--- src/rtl/io_bus_arbiter.sv ---
`default_nettype none
// ============================================================================
// Module   : io_bus_arbiter
// Brief    : Round-robin two-master arbiter that sequences single-cycle
//            chip-select transactions onto the memory-mapped I/O controller.
// Revision : 1.0 - initial release
// ============================================================================
module io_bus_arbiter #(
    parameter int READ_LATENCY = 1
) (
    input  logic        clock,
    input  logic        reset,
    input  logic        m0_req,
    input  logic        m0_we,
    input  logic [4:0]  m0_address,
    input  logic [31:0] m0_wdata,
    output logic        m0_ack,
    output logic [31:0] m0_rdata,
    input  logic        m1_req,
    input  logic        m1_we,
    input  logic [4:0]  m1_address,
    input  logic [31:0] m1_wdata,
    output logic        m1_ack,
    output logic [31:0] m1_rdata,
    output logic        io_cs,
    output logic        io_we,
    output logic [4:0]  io_address,
    output logic [31:0] io_wdata,
    input  logic [31:0] io_rdata,
    output logic        busy
);

    typedef enum logic [1:0] {
        S_IDLE   = 2'd0,
        S_ACCESS = 2'd1,
        S_WAIT   = 2'd2,
        S_ACK    = 2'd3
    } state_t;

    localparam logic [3:0] c_WAIT_INIT = 4'(READ_LATENCY - 1);

    state_t      r_state,      w_state;
    logic        r_last_grant, w_last_grant;
    logic        r_grant,      w_grant;
    logic        r_is_write,   w_is_write;
    logic [3:0]  r_wait_cnt,   w_wait_cnt;
    logic        r_io_cs,      w_io_cs;
    logic        r_io_we,      w_io_we;
    logic [4:0]  r_io_address, w_io_address;
    logic [31:0] r_io_wdata,   w_io_wdata;
    logic        r_m0_ack,     w_m0_ack;
    logic        r_m1_ack,     w_m1_ack;
    logic [31:0] r_m0_rdata,   w_m0_rdata;
    logic [31:0] r_m1_rdata,   w_m1_rdata;
    logic        r_busy,       w_busy;

    always_ff @(posedge clock) begin
        if (reset) begin
            r_state      <= S_IDLE;
            r_last_grant <= 1'b1;
            r_grant      <= 1'b0;
            r_is_write   <= 1'b0;
            r_wait_cnt   <= 4'd0;
            r_io_cs      <= 1'b0;
            r_io_we      <= 1'b0;
            r_io_address <= 5'd0;
            r_io_wdata   <= 32'd0;
            r_m0_ack     <= 1'b0;
            r_m1_ack     <= 1'b0;
            r_m0_rdata   <= 32'd0;
            r_m1_rdata   <= 32'd0;
            r_busy       <= 1'b0;
        end else begin
            r_state      <= w_state;
            r_last_grant <= w_last_grant;
            r_grant      <= w_grant;
            r_is_write   <= w_is_write;
            r_wait_cnt   <= w_wait_cnt;
            r_io_cs      <= w_io_cs;
            r_io_we      <= w_io_we;
            r_io_address <= w_io_address;
            r_io_wdata   <= w_io_wdata;
            r_m0_ack     <= w_m0_ack;
            r_m1_ack     <= w_m1_ack;
            r_m0_rdata   <= w_m0_rdata;
            r_m1_rdata   <= w_m1_rdata;
            r_busy       <= w_busy;
        end
    end

    always_comb begin
        w_state      = r_state;
        w_last_grant = r_last_grant;
        w_grant      = r_grant;
        w_is_write   = r_is_write;
        w_wait_cnt   = r_wait_cnt;
        w_io_cs      = 1'b0;
        w_io_we      = 1'b0;
        w_io_address = r_io_address;
        w_io_wdata   = r_io_wdata;
        w_m0_ack     = 1'b0;
        w_m1_ack     = 1'b0;
        w_m0_rdata   = r_m0_rdata;
        w_m1_rdata   = r_m1_rdata;

        case (r_state)
            S_IDLE: begin
                if (m0_req || m1_req) begin
                    // Master 1 wins alone, or under contention when master 0 was served last.
                    w_grant      = m1_req && (!m0_req || !r_last_grant);
                    w_last_grant = w_grant;
                    w_is_write   = w_grant ? m1_we      : m0_we;
                    w_io_address = w_grant ? m1_address : m0_address;
                    w_io_wdata   = w_grant ? m1_wdata   : m0_wdata;
                    w_io_we      = w_is_write;
                    w_io_cs      = 1'b1;
                    w_state      = S_ACCESS;
                end
            end

            S_ACCESS: begin
                if (r_is_write) begin
                    w_m0_ack = !r_grant;
                    w_m1_ack = r_grant;
                    w_state  = S_ACK;
                end else begin
                    w_wait_cnt = c_WAIT_INIT;
                    w_state    = S_WAIT;
                end
            end

            S_WAIT: begin
                // io_rdata is only valid on the edge where the count expires.
                if (r_wait_cnt == 4'd0) begin
                    if (r_grant) begin
                        w_m1_rdata = io_rdata;
                        w_m1_ack   = 1'b1;
                    end else begin
                        w_m0_rdata = io_rdata;
                        w_m0_ack   = 1'b1;
                    end
                    w_state = S_ACK;
                end else begin
                    w_wait_cnt = r_wait_cnt - 4'd1;
                end
            end

            S_ACK: begin
                w_state = S_IDLE;
            end

            default: begin
                w_state = S_IDLE;
            end
        endcase

        w_busy = (w_state != S_IDLE);
    end

    assign io_cs      = r_io_cs;
    assign io_we      = r_io_we;
    assign io_address = r_io_address;
    assign io_wdata   = r_io_wdata;
    assign m0_ack     = r_m0_ack;
    assign m1_ack     = r_m1_ack;
    assign m0_rdata   = r_m0_rdata;
    assign m1_rdata   = r_m1_rdata;
    assign busy       = r_busy;

endmodule
`default_nettype wire

--- config.mk ---
export PLATFORM = sky130hd
export DESIGN_NAME = io_bus_arbiter
export DESIGN_NICKNAME = d
export VERILOG_FILES = /design/src/rtl/io_bus_arbiter.sv
export SDC_FILE = /design/constraint.sdc
export NUM_CORES = 1
export LEC_CHECK = 0
export ABC_AREA = 0
export BUFFER_PORTS_ARGS = -buffer_cell sky130_fd_sc_hd__buf_2
export CORE_MARGIN = 4
export CORE_UTILIZATION = 45
export DETAILED_ROUTE_END_ITERATION = 16
export HOLD_SLACK_MARGIN = 0.02
export PLACE_DENSITY = 0.74
export SLEW_MARGIN = 10
export SYNTH_ARGS = -nofsm -noshare
export SYNTH_HDL_FRONTEND = slang
export SYNTH_SLANG_ARGS = --single-unit
export TNS_END_PERCENT = 1
--- constraint.sdc ---
create_clock -name clock -period 2.5 [get_ports clock]
set_input_delay 0.125 -clock clock [delete_from_list [all_inputs] [get_ports clock]]
set_output_delay 0.125 -clock clock [all_outputs]
set_load 0.005 [all_outputs]
# After elaboration in Yosys (flattened, before gate mapping)
# Index checks and enable logic that the tools add are counted.
# op_classes
add_sub_neg	1
n_eq_ne	5
mux	19
bitwise_logic	3
reduce_logical	16
# op_table
op	n
$mux 32	1
$mux 1	9
$reduce_and 3->1	3
$mux 4	2
$pmux 2 s4	1
$pmux 4 s2	1
$mux 5	1
$eq 2x2->1 const B	2
$logic_not 4->1	1
$mux 2	2
$ne 2x2->1 const B	2
$pmux 1 s2	2
$reduce_bool 2->1	2
$sub 4x1->4 const B	1
$logic_not 1->1	3
$not 1->1	3
$reduce_or 3->1	1
$eq 2x1->1 const B	1
$logic_not 2->1	1
$logic_or 1x1->1	2
$reduce_and 2->1	1
$reduce_or 2->1	1
$logic_and 1x1->1	1
# word_totals
register_bits	115
output_inout_bits	106
word_cells	58

# Longest topological paths before layout
# Gate-level depths: netlist of run 1.
# depth
word_depth	4
depth_mapped	8
depth_no_buf	5

# Least setup slack after synthesis of run 1
# Ideal clock, no wire load.
# synth_path
path_kind	reg-to-reg
start	register r_state[0]
end	register r_wait_cnt[3]
t_arrival_ns	1.741
t_required_ns	2.426
slack_ns	0.684
stages_incl_launch_ff	8
n_path_buf	2
path_cell_list	dfxtp_1 -> inv_1 -> ha_1 -> buf_6 -> and4bb_1 -> buf_6 -> or4_1 -> a31oi_1
# synth_via
elab_chain_len	3
word_cells_on_any_way	7
classes_between	eq/ne (4); mux (1); reduce/logical (2)
# synth_lines
item	line_no	rtl
from (decl)	42	state_t r_state, w_state;
from (signal assigned)	74	r_state <= w_state;
$eq 2x2->1 or $eq 2x1->1 (tied branches)	106	case (r_state)
$ne 2x2->1 (no line) or $reduce_bool 2->1 (tied branches)	-	
$reduce_and 3->1 (no line)	-	
to (signal assigned)	78	r_wait_cnt <= w_wait_cnt;
to (decl)	46	logic [3:0] r_wait_cnt, w_wait_cnt;
# Parallel ways exist; a longest one is shown, timed or not.
# A chain may end at the register's enable or synchronous reset.

# Worst setup path in the final report of run 1
# layout_path
start	register r_state[0]
end	register r_io_wdata[31], in the netlist io_wdata[31]
# layout_via
elab_chain_len	2
# layout_lines
item	line_no	rtl
$logic_not 2->1	106	
$reduce_and 2->1 (no line)	-	
to (signal assigned)	82	r_io_wdata <= w_io_wdata;
to (decl)	50	logic [31:0] r_io_wdata, w_io_wdata;
# No other way between the ends.

==> results of run 1 <==
-- per-layer routing --
metal	part of all wire, %	wire length, microns	vias up
li1	-	-	2495
met3	10	1598	37
met5	0	0	-
met2	48	7635	281
met1	40	6331	2456
met4	2.1	337	0
-- repair_timing --
item | 4_1_cts | 5_1_grt
endpoints found under the hold margin | 73 | 0
hold buffers | 110 | 0
gates resized for setup | 0 | 2
endpoints found under the setup margin | 0 | 15
-- worst register-to-register path, delay by kind of cell (launching register included) --
family / cells / cell delay [ns]
buffers and inverters: 3 / 1.03
adder cells (fa/ha/maj): 1 / 0.29
flip-flops: 1 / 0.42
AO/OA/AOI/OAI: 3 / 0.51
-- final timing paths --
kind                                                  end  slack, ns  depth (start not counted)
worst max-delay path            io_wdata[31]$_SDFFE_PP0N_       0.18                          7
worst min-delay path             m1_rdata[7]$_SDFFE_PP0P_       0.13                          4
worst max register to register  io_wdata[31]$_SDFFE_PP0N_       0.18                          7
worst min register to register  m1_rdata[22]$_SDFFE_PP0P_       0.46                          2
-- registers in the layout (all words and copies together), names as in the netlist --
signal,flops
m1_rdata,32
io_cs,1
r_is_write,1
m1_ack,1
r_grant,1
io_we,1
m0_rdata,32
m0_ack,1
r_wait_cnt,4
busy,1
io_wdata,32
io_address,5
r_state,2
r_last_grant,1
-- where the power goes --
group,internal (mW),switching [mW]
clock,1.43,0.873
sequential,2.24,0.236
combinational,1.14,1.21
total,4.81,2.32
-- cell type report --
cell class / instances / area (sq um) / share of cell area, %
clock buffer: 18 / 417.9 / 5.536
clock inverter: 14 / 155.1 / 2.055
inverter: 6 / 22.52 / 0.2984
multi-input combinational: 362 / 2186 / 28.96
sequential: 115 / 2302 / 30.50
tap: 136 / 170.2 / 2.254
timing repair buffer: 338 / 2295 / 30.40
-- logic make-up after synthesis --
kind of cell,after synthesis
buffers and inverters,54
AOI/OAI and AO/OA,165
adders and majority gates,5
DFF,115
and+or+nand+nor,160
muxes,32
-- synthesized netlist by cell type (2+ instances only) --
| library cell | n |
|---|---|
| a21oi_1 | 76 |
| a31o_1 | 3 |
| a31o_2 | 29 |
| a31oi_1 | 2 |
| and2_1 | 2 |
| buf_2 | 9 |
| buf_4 | 2 |
| buf_6 | 2 |
| clkbuf_1 | 34 |
| dfxtp_1 | 115 |
| ha_1 | 5 |
| inv_1 | 5 |
| mux2i_1 | 32 |
| nand2_1 | 72 |
| nand2b_1 | 34 |
| nor2_1 | 4 |
| nor2b_1 | 3 |
| nor3_1 | 33 |
| nor4_1 | 3 |
| o21ai_0 | 41 |
| o311ai_0 | 3 |
| o31ai_1 | 2 |
==> results.toml, run 1 <==
[sta]
slew_viol_final = 0
worst_slack_ns = 0.1811
holdWs_ns = 0.1324
slew_headroom_pct = 50.39
fin_skew_ns = 0.01250
max_clock_freq_mhz = 431.2
max_slew.worst_pin.slew_ns = 0.7442
fin_setup_tns_ns = 0
rsz0062_at_grt = "false"
period_share_pct = 92.76
hold_violations = 0
min_period_ns = 2.319
finalSetupViolCount = 0

[placed_design]
hpwl_microns = 9936
dp.cells = 847
place_ws_ns = 0.4418
gp_congestion = 0.8007
io_buffers = 217
place_area_sq_um = 5866

[pwr]
powerDensity_nw_per_um2 = 944.9
ir_worst_vdd_uv = 657.4
total_power_mw = 7.133
leakage_nw = 3.708

[grt]
grt_first_pass_wirelength_microns = 24970
grt_max_degree = 57
grt.total_usage_pct = 25.92
globalRouteMet2Util_pct = 44.06
overflow = 0
globalRouteMet1Util_pct = 30.96
grt_use_met3_pct = 7.688
first_global_vias = 5281
top_usage_layer = "met2"
antenna_found_initial = 0

[floorplanning]
rows = 37
die_w_microns = 110.2
start_util_pct = 45.95
io_pins = 218
dieArea_sq_um = 12150
die_h_microns = 110.2
coreArea_sq_um = 10230

[critical_path]
critPathMaxStageDelay_ns = 0.58
path_cells = "inv_1, ha_1, o21ai_4, buf_4, a21oi_1, a21oi_1, dlygate4sd3_1"
cp_data_required_time_ns = 2.93
crit_buf_inv = 3
cp_max_fo = 22
crit_arrival_ns = 2.75
end_kind = "flip-flop"
r2r-start = "r_state[0]$_SDFF_PP0_"
cp-startpoint = "r_state[0]$_SDFF_PP0_"
crit_family = "buffers and inverters"
cp-start-kind = "flip-flop"
path_class = "reg2reg"
crit_slowest_cell = "dlygate4sd3_1"
cp_common_cell = "a21oi_1"

[yosys]
yosys.area_share.simple_pct = 16.72
synth_area_sq_um = 4701
synth-xor-area-share_pct = 0
syn_nets = 648
synth-main-ff-cell = "dfxtp_1"
syn_inst = 531
yosysWarnings = 0
synth-seq-cells = 115
synthTopCellsByArea = "dfxtp_1 (49%), a21oi_1 (8.1%), mux2i_1 (6.8%)"
avgSynthCellArea_sq_um = 8.853
synthArstFlopShare_pct = 0
synthMuxAreaShare_pct = 6.814
synth-adder-area-share_pct = 1.331
synth_top_area_cell = "dfxtp_1"
seq_area_frac_synth_pct = 48.98
synth_top_family_by_area = "compound AO/OA/AOI/OAI gates"
synth_cell_type_count = 42
synth_edf_count = 0
synth-compound-area-share_pct = 21.13
synth_top_area_share_pct = 48.98

[run_status]
status = "complete, no violations"

[finish]
layoutNonFillerInstCount = 989
fillCellCount = 709
final_core_util_pct = 73.78
final_area_sq_um = 7548
most-common-layout-cells = "buf_2 (217), dfxtp_1 (115), dlygate4sd3_1 (110)"
syn_to_final_growth_pct = 60.58
nets = 957
layout_commonest_cell = "buf_2"
drive_gt1_share_pct = 34.35
antenna_cells = 0

[drt]
drt_drc_violations_left = 0
ant_nets = 0
vias_per_cell = 5.328
wl_per_cell_microns = 16.08
routed_wirelength_microns = 15900
firstDrtPassIters = 5
vias = 5269
dr.first_iter.drc_count = 308

[cts]
cts-root-buf = "clkbuf_8"
clockBufferDepth = 2
htreeDepth = 4
clk_latency_ns = 0.50
cts_setup_buffers = 0
cts_sinks = 115
cts_buffers = 17
cts_tree = "done"
path_clk_slew_ns = 0.06

[min_path]
holdCritStartpoint = "reset"
hp-class = "in2reg"

[flow_run]
cap_violations = 0
Note: power is estimated with default switching activity, not from simulation.
==> inputs of run 2 (changes only) <==
==> constraint.sdc (replaced) <==
create_clock -name clock -period 2.72 [get_ports clock]
set_input_delay 0.272 -clock clock [delete_from_list [all_inputs] [get_ports clock]]
set_output_delay 0.272 -clock clock [all_outputs]
set_load 0.005 [all_outputs]
==> results.toml, run 2 (synthesized netlist as in run 1, its figures left out) <==
[run_status]
status = "complete, no violations"

[min_path]
holdCritStartpoint = "m1_wdata[30]"
holdPathEnd = "io_wdata[30]$_SDFFE_PP0N_"
min_path_cells = 3
hp-class = "in2reg"

[pwr]
pwr-share-seq_pct = 36.7
switchingPower_mw = 2.070
p_clk_share_pct = 34.4
leakage_nw = 3.341
p_int_mw = 4.134
comb_power_share_pct = 28.9
switching_share_pct = 33.36
ir_worst_vdd_uv = 449.2
powerDensity_nw_per_um2 = 912.8

[floorplanning]
rows = 37
start_util_pct = 45.95
io_pins = 218
dieArea_sq_um = 12150
die_w_microns = 110.2
coreArea_sq_um = 10230
die_h_microns = 110.2

[sta]
hold_violations = 0
slew_headroom_pct = 49.26
rsz0062_at_grt = "false"
min_period_ns = 2.300
period_share_pct = 84.54
worst_slack_ns = 0.4204
max_clock_freq_mhz = 434.9
finalSetupViolCount = 0
fin_setup_tns_ns = 0
max_slew.worst_pin.slew_ns = 0.7611
fin_skew_ns = 0.008604
slew_viol_final = 0

[cts]
path_clk_slew_ns = 0.06
cts_tree = "done"
cts_buffers = 17
cts_setup_buffers = 0
clk_latency_ns = 0.50
cts-resized-gates = 0
postCtsHoldBufs = 37
htreeDepth = 4
cts_sinks = 115
clockBufferDepth = 2
cts-root-buf = "clkbuf_8"

[critical_path]
crit_arrival_ns = 2.69
critPathMaxStageDelay_ns = 0.43
cp-start-kind = "flip-flop"
crit_slowest_cell = "and4bb_1"
path_class = "reg2reg"
path_cells = "inv_1, ha_1, and4bb_1, nand2b_1, buf_4, a31o_2"
r2r-start = "r_state[0]$_SDFF_PP0_"
end_kind = "flip-flop"
rr_endpoint = "m0_rdata[21]$_SDFFE_PP0P_"
rr_worst_depth = 6
cp_max_fo = 22
reg2reg_setup_slack_ns = 0.42
cp_data_required_time_ns = 3.11

[drt]
drt_drc_violations_left = 0
firstDrtPassIters = 5
ant_nets = 0
routed_wirelength_microns = 14820
wl_per_cell_microns = 16.17
vias_per_cell = 5.312
dr.first_iter.drc_count = 281
vias = 4866

[grt]
grt.total_usage_pct = 23.79
overflow = 0
antenna_found_initial = 0
first_global_vias = 4792
grt_max_degree = 51
grt_first_pass_wirelength_microns = 22910

[placed_design]
place_ws_ns = 0.4317
gp_congestion = 0.8367
hpwl_microns = 10100
io_buffers = 217

[finish]
drive_gt1_share_pct = 37.56
nets = 884
syn_to_final_growth_pct = 44.58
layout_commonest_cell = "buf_2"
antenna_cells = 0
most-common-layout-cells = "buf_2 (217), dfxtp_1 (115), a21oi_1 (76)"

[flow_run]
cap_violations = 0
[run 2: cell count changes in the layout (fill, tap and decap cells not counted), sizes merged]
| cell | before | now |
|---|---|---|
| clkbuf | 18 | 17 |
| clkinv | 7 | 8 |
| dlygate4sd3 | 110 | 37 |
[run 2: worst max-delay path, delay by kind of cell (launching register included)]
| kind | cells | cell delay [ns] |
|---|---|---|
| buf+inv | 2 | 0.45 |
| flops | 1 | 0.36 |
| fa+ha+maj | 1 | 0.35 |
| compound gates | 1 | 0.27 |
| simple gates | 2 | 0.75 |
[run 2: how the worst max path moves through the flow]
stage	startpoint	to	slack (ns)	depth (start not counted)
after floorplan	r_state[0]$_SDFF_PP0_	r_wait_cnt[3]$_SDFFE_PP0P_	0.90	7
after global placement	r_state[0]$_SDFF_PP0_	m0_rdata[15]$_SDFFE_PP0P_	0.58	6
after detailed placement	r_state[0]$_SDFF_PP0_	m0_rdata[5]$_SDFFE_PP0P_	0.43	6
after CTS	r_state[0]$_SDFF_PP0_	m0_rdata[21]$_SDFFE_PP0P_	0.42	6
after global routing	r_state[0]$_SDFF_PP0_	m0_rdata[23]$_SDFFE_PP0P_	0.22	6
final	r_state[0]$_SDFF_PP0_	m0_rdata[21]$_SDFFE_PP0P_	0.42	6
[run 2: layer usage]
metal  up-vias  track usage [%]  routed length (microns)
li1       2339                -                        -
met5         -                0                        0
met1      2261            28.18                     5847
met4         0            8.443                      320
met2       237            40.64                     7218
met3        29            7.397                     1430
[run 2: power by group through the flow]
stage / Combinational (mW) / Clock (mW) / Sequential (mW)
floorplan: 1.04 / 0 / 2.29
global placement: 1.67 / 0 / 2.28
detailed placement: 1.73 / 0 / 2.29
CTS: 1.79 / 2.18 / 2.27
global route: 2.00 / 2.25 / 2.31
finish: 1.79 / 2.13 / 2.27
[run 2: final cells by class]
type / count / area [sq um]
Multi-Input combinational cell: 362 / 2177
Sequential cell: 115 / 2302
Inverter: 6 / 22.52
Fill cell: 794 / 3435
Tap cell: 136 / 170.2
Clock inverter: 15 / 158.9
Clock buffer: 17 / 414.1
Timing Repair Buffer: 265 / 1551
[run 2: per-stage QoR]
step | power [mW] | hold slack, ns | instances | instance area [sq um] | utilization (%)
final | 6.204 | 0.05245 | 916 | 6797 | 66.43
after CTS | 6.231 | 0.02858 | 916 | 6797 | 66.43
after global routing | 6.565 | 0.03744 | 916 | 6797 | 66.43
after detailed placement | 4.023 | 0.4518 | 847 | 5853 | 57.21
after floorplan | 3.338 | 0.4061 | 531 | 4701 | -
after global placement | 3.946 | 0.4403 | 847 | 5853 | 57.21
